==> src/rtl/seq_pkg.sv <==
// Shared types and default sizing for the stage sequencer.
package seq_pkg;

   typedef enum logic [2:0] {
      IDLE,
      ISSUE,
      WAIT,
      RELEASE,
      DONE
   } seq_state_t;

   localparam int N_STAGES_DEF = 8;
   localparam int TIMEOUT_DEF  = 1024;
   localparam int CNT_W_DEF    = 16;
   localparam int IDX_W        = 4;

endpackage

==> src/rtl/seq_timer.sv <==
// Loadable up-counter; tc is high once the count reaches LIMIT-1, where it holds.
module seq_timer #(
   parameter int LIMIT = seq_pkg::TIMEOUT_DEF
) (
   input  logic clk,
   input  logic rst,
   input  logic load,
   input  logic en,
   output logic tc
);

   localparam int W = (LIMIT > 1) ? $clog2(LIMIT) : 1;

   logic [W-1:0] count;

   always_ff @(posedge clk) begin
      if (rst || load)
         count <= '0;
      else if (en && !tc)
         count <= count + 1'b1;
   end

   assign tc = (count == W'(LIMIT - 1));

endmodule

==> src/rtl/stage_sequencer.sv <==
// Drives the start/finish handshake of each stage in turn, recording the first
// failure and the elapsed cycle count of the run.
module stage_sequencer
   import seq_pkg::*;
#(
   parameter int N_STAGES = N_STAGES_DEF,
   parameter int TIMEOUT  = TIMEOUT_DEF,
   parameter int CNT_W    = CNT_W_DEF
) (
   input  logic                clk,
   input  logic                rst,
   input  logic                go,
   input  logic                abort,
   input  logic [N_STAGES-1:0] finish,
   input  logic [N_STAGES-1:0] pass,
   output logic [N_STAGES-1:0] start,
   output logic                busy,
   output logic                done,
   output logic                fail,
   output logic [3:0]          fail_stage,
   output logic [CNT_W-1:0]    cycles
);

   seq_state_t          state, state_nx;
   logic [IDX_W-1:0]    idx;
   logic [N_STAGES-1:0] idx_mask;
   logic                sel_finish, sel_pass, last_stage;
   logic                run_clr, idx_inc, set_fail;
   logic                timer_load, timer_en, timer_tc;

   always_comb begin
      idx_mask = '0;
      for (int unsigned i = 0; i < N_STAGES; i++)
         idx_mask[i] = (idx == IDX_W'(i));
   end

   // Only the selected stage's finish/pass bits can influence the run.
   assign sel_finish = |(finish & idx_mask);
   assign sel_pass   = |(pass & idx_mask);
   assign last_stage = (idx == IDX_W'(N_STAGES - 1));

   seq_timer #(
      .LIMIT(TIMEOUT)
   ) u_timer (
      .clk (clk),
      .rst (rst),
      .load(timer_load),
      .en  (timer_en),
      .tc  (timer_tc)
   );

   always_ff @(posedge clk) begin
      if (rst)
         state <= IDLE;
      else
         state <= state_nx;
   end

   always_comb begin
      state_nx   = state;
      run_clr    = 1'b0;
      idx_inc    = 1'b0;
      set_fail   = 1'b0;
      timer_load = 1'b0;
      timer_en   = 1'b0;
      start      = '0;
      busy       = 1'b0;
      done       = 1'b0;
      case (state)
         IDLE: begin
            if (go) begin
               state_nx = ISSUE;
               run_clr  = 1'b1;
            end
         end
         ISSUE: begin
            busy = 1'b1;
            if (abort) begin
               state_nx = DONE;
               set_fail = 1'b1;
            end else begin
               state_nx   = WAIT;
               timer_load = 1'b1;
            end
         end
         WAIT: begin
            busy  = 1'b1;
            start = idx_mask;
            if (abort) begin
               state_nx = DONE;
               set_fail = 1'b1;
            end else if (sel_finish) begin
               state_nx = RELEASE;
               set_fail = !sel_pass;
            end else if (timer_tc) begin
               state_nx = RELEASE;
               set_fail = 1'b1;
            end else begin
               timer_en = 1'b1;
            end
         end
         RELEASE: begin
            busy = 1'b1;
            if (abort) begin
               state_nx = DONE;
               set_fail = 1'b1;
            end else if (!sel_finish) begin
               if (last_stage) begin
                  state_nx = DONE;
               end else begin
                  state_nx = ISSUE;
                  idx_inc  = 1'b1;
               end
            end
         end
         DONE: begin
            done = 1'b1;
            if (go) begin
               state_nx = ISSUE;
               run_clr  = 1'b1;
            end
         end
         default: state_nx = IDLE;
      endcase
   end

   always_ff @(posedge clk) begin
      if (rst) begin
         idx        <= '0;
         fail       <= 1'b0;
         fail_stage <= '0;
         cycles     <= '0;
      end else if (run_clr) begin
         idx        <= '0;
         fail       <= 1'b0;
         fail_stage <= '0;
         cycles     <= '0;
      end else begin
         if (idx_inc)
            idx <= idx + 1'b1;
         // First failure wins; later failures leave fail_stage untouched.
         if (set_fail && !fail) begin
            fail       <= 1'b1;
            fail_stage <= idx;
         end
         if (busy && (cycles != '1))
            cycles <= cycles + 1'b1;
      end
   end

endmodule

==> config.mk <==
export PLATFORM = sky130hd
export DESIGN_NAME = stage_sequencer
export DESIGN_NICKNAME = d
export VERILOG_FILES = /design/src/rtl/seq_pkg.sv /design/src/rtl/seq_timer.sv /design/src/rtl/stage_sequencer.sv
export SDC_FILE = /design/constraint.sdc
export NUM_CORES = 1
export LEC_CHECK = 0
export BUFFER_PORTS_ARGS = -buffer_cell sky130_fd_sc_hd__buf_2
export CORE_ASPECT_RATIO = 1.2
export CORE_MARGIN = 1
export CORE_UTILIZATION = 45
export DETAILED_ROUTE_END_ITERATION = 8
export PLACE_DENSITY = 0.73
export SKIP_LAST_GASP = 1
export SLEW_MARGIN = 20
export SYNTH_ARGS = -nofsm -noshare
export SYNTH_HDL_FRONTEND = slang
export SYNTH_SLANG_ARGS = --single-unit
==> constraint.sdc <==
create_clock -name clk -period 5.05 [get_ports clk]
set_clock_uncertainty 0.15 [all_clocks]
set_input_delay 1.515 -clock clk [delete_from_list [all_inputs] [get_ports clk]]
set_output_delay 1.515 -clock clk [all_outputs]
set_load 0.05 [all_outputs]
==> results.json <==
{
  "cts_tree": "yes",
  "grt_use_total": 0.2079,
  "start_kind": "flip-flop",
  "crit_chain": "or3b_1 > nor3_1 > and2_1 > buf_2",
  "post_drt_wl_per_cell_um": 13.62,
  "nets": 330,
  "cp.required_ps": 3390,
  "clk_latency_ps": 290,
  "n_antenna_cell": 0,
  "drc": 0,
  "cts-root-buf": "clkbuf_8",
  "hp-class": "reg -> reg",
  "synth_edf_count": 0,
  "syn_area_sq_um": 2171,
  "vdd.ir_drop.worst_v": 0.0002345,
  "outcome": "finished clean",
  "cts.clk_slew.worst_paths_ps": 70,
  "crit_path_top_delay_cell": "dfxtp_1",
  "setup_viol": 0,
  "drive_gt1_frac": 0.2262,
  "post-route-util": 0.5504,
  "cts_buffers": 5,
  "p_per_area_nw_per_um2": 249.0,
  "grt_max_degree": 22,
  "initialDrtViolationCount": 185,
  "grt-ovfl-total": 0,
  "cts_max_path_buffers": 2,
  "total_power_uw": 634.4,
  "hpwl_um": 3515,
  "die_area_sq_um": 5107,
  "rows": 27,
  "post-route-period-util": 0.7259,
  "drt-pass1-iter-count": 4,
  "slowest_delay_ps": 540,
  "totalWireLength_um": 4943,
  "coreArea_sq_um": 4628,
  "r2r_slack_ps": 2320,
  "max_freq_ghz": 0.2728,
  "slew_headroom": 0.4532,
  "cts_hold_buf": 0,
  "maxSlewViolCount": 0,
  "worst-setup-path-type": "reg -> out",
  "syn_inst": 260,
  "finalSetupTns_ps": 0,
  "grt_first_pass_wirelength_um": 8307,
  "globalplace.congestion": 0.8059,
  "syn_area_per_cell_sq_um": 8.349,
  "area_growth_pct": 17.35,
  "drv_cap": 0,
  "arrival_ps": 2000,
  "synth.distinct_cells": 51,
  "synthArstFlopShare": 0,
  "htree_num_levels": 2,
  "antenna_found_initial": 0,
  "rsz0062_at_grt": "no",
  "synth_warnings": 0,
  "die_h_um": 78.09,
  "start_util": 0.4690,
  "syn_nets": 286,
  "ant_nets": 0,
  "synth-seq-area-share": 0.3504,
  "die_x_um": 65.41,
  "ios": 51,
  "ys.flop_type": "dfxtp_1",
  "crit_path_max_fanout": 13,
  "crit_path_end_kind": "output pin",
  "fin_crit_ps": 3666,
  "num_vias": 2067,
  "dp.cells": 355,
  "cts_resized": 0,
  "tightest_slew_ps": 816.6,
  "finalNonFillerCells": 363,
  "cts_setup_buffers": 0,
  "cts.sinks": 38,
  "drt-vias-per-instance": 5.694,
  "io_buffers": 50,
  "num-fill-cells": 460,
  "power.leakage_nw": 0.9454,
  "ys_ff_latch": 38,
  "final-hold-violation-count": 0,
  "grt_pass1_vias": 1809
}
==> final cells by class <==
cell class | count | area (sq um) | area share
clock buffers | 5 | 68.82 | 0.02701
clock inverters | 3 | 40.04 | 0.01572
inverters | 7 | 26.28 | 0.01031
multi-input cells | 202 | 1329 | 0.5216
flip-flops and latches | 38 | 760.7 | 0.2986
well taps | 58 | 72.57 | 0.02849
repair buffers | 50 | 250.2 | 0.09823
==> path summary, 6_finish.rpt <==
| path | to | startpoint | cells past startpoint |
|---|---|---|---|
| hold reg to reg | fail_stage[2] | fail_stage[2] | 2 |
| hold / removal | fail_stage[2] | fail_stage[2] | 2 |
| setup reg to reg | u_timer.count[9] | idx[0] | 7 |
| setup / recovery | start[2] | state[1] | 4 |
==> cell usage after synthesis (all sizes together), types with 2 or more instances <==
library cell | count | area [sq um]
a211oi | 3 | 27.52
a21o | 2 | 15.01
a21oi | 19 | 98.85
a22oi | 5 | 47.54
and2 | 7 | 43.79
and3 | 5 | 31.28
and4 | 2 | 17.52
buf | 3 | 16.26
clkbuf | 10 | 38.78
dfxtp | 38 | 760.7
ha | 6 | 75.07
inv | 7 | 26.28
mux2i | 6 | 60.06
nand2 | 24 | 90.09
nand3 | 10 | 50.05
nand3b | 3 | 22.52
nand4 | 4 | 25.02
nor2 | 24 | 90.09
nor3 | 5 | 25.02
nor4b | 3 | 32.53
o2111ai | 4 | 35.03
o211ai | 3 | 22.52
o21ai | 8 | 40.04
o31ai | 12 | 95.09
or2 | 2 | 12.51
or3 | 7 | 43.79
or4 | 10 | 75.07
xnor2 | 9 | 78.83
xor2 | 5 | 43.79
==> cell usage in the layout (no fill, tap or decap), drive strengths merged, types with 3 or more instances in the layout <==
cell type and count:
xor2 5, a21oi 19, nand3 10, nand3b 3
o21ai 8, and2 7, o31ai 12, nor2 24
a22oi 5, xnor2 9, o2111ai 4, clkbuf 5
nor3 5, mux2i 6, inv 7, nand4 4
ha 6, nor4b 3, buf 50, nand2 24
a211oi 3, or4 10, dfxtp 38, and3 5
or3 7, o211ai 3
==> layer usage <==
metal / global-route usage / up-vias / part of all wire
li1: - / 1052 / -
met1: 0.2681 / 964 / 0.45
met2: 0.3381 / 47 / 0.48
met3: 0.04797 / 4 / 0.051
met4: 0.06739 / 0 / 0.011
met5: 0 / - / 0
==> sequential cells by signal (all words and copies together) (netlist names) <==
register / count
cycles: 16
u_timer.count: 10
fail_stage: 4
idx: 4
state: 3
fail: 1
==> worst max-delay path, delay by kind of cell, from the launching register on <==
family	cells	cell delay (ps)
and+or+nand+nor	3	920
buffers and inverters	1	250
DFF	1	540
==> report_power, final <==
| part | internal [mW] | switching (mW) |
|---|---|---|
| combinational | 0.0232 | 0.0465 |
| sequential | 0.303 | 0.00733 |
| clock | 0.145 | 0.109 |
==> through the flow <==
step / hold slack [ps] / setup slack (ps) / area (sq um)
final: 304.7 / 1384 / 2547
after global routing: 321.3 / 1298 / 2547
after CTS: 309.0 / 1405 / 2547
after detailed placement: 298.3 / 1559 / 2439
after global placement: 291.8 / 1608 / 2439
after floorplan: 302.4 / 1759 / 2171
==> logic make-up after synthesis <==
kind of cell	synth area share
DFF	0.3504
adders and majority gates	0.03458
muxes	0.03285
buffers and inverters	0.03746
and+or+nand+nor	0.2755
xor gates and xnor gates	0.05649
AOI/OAI and AO/OA	0.2127
(Power assumes the default switching activity.)
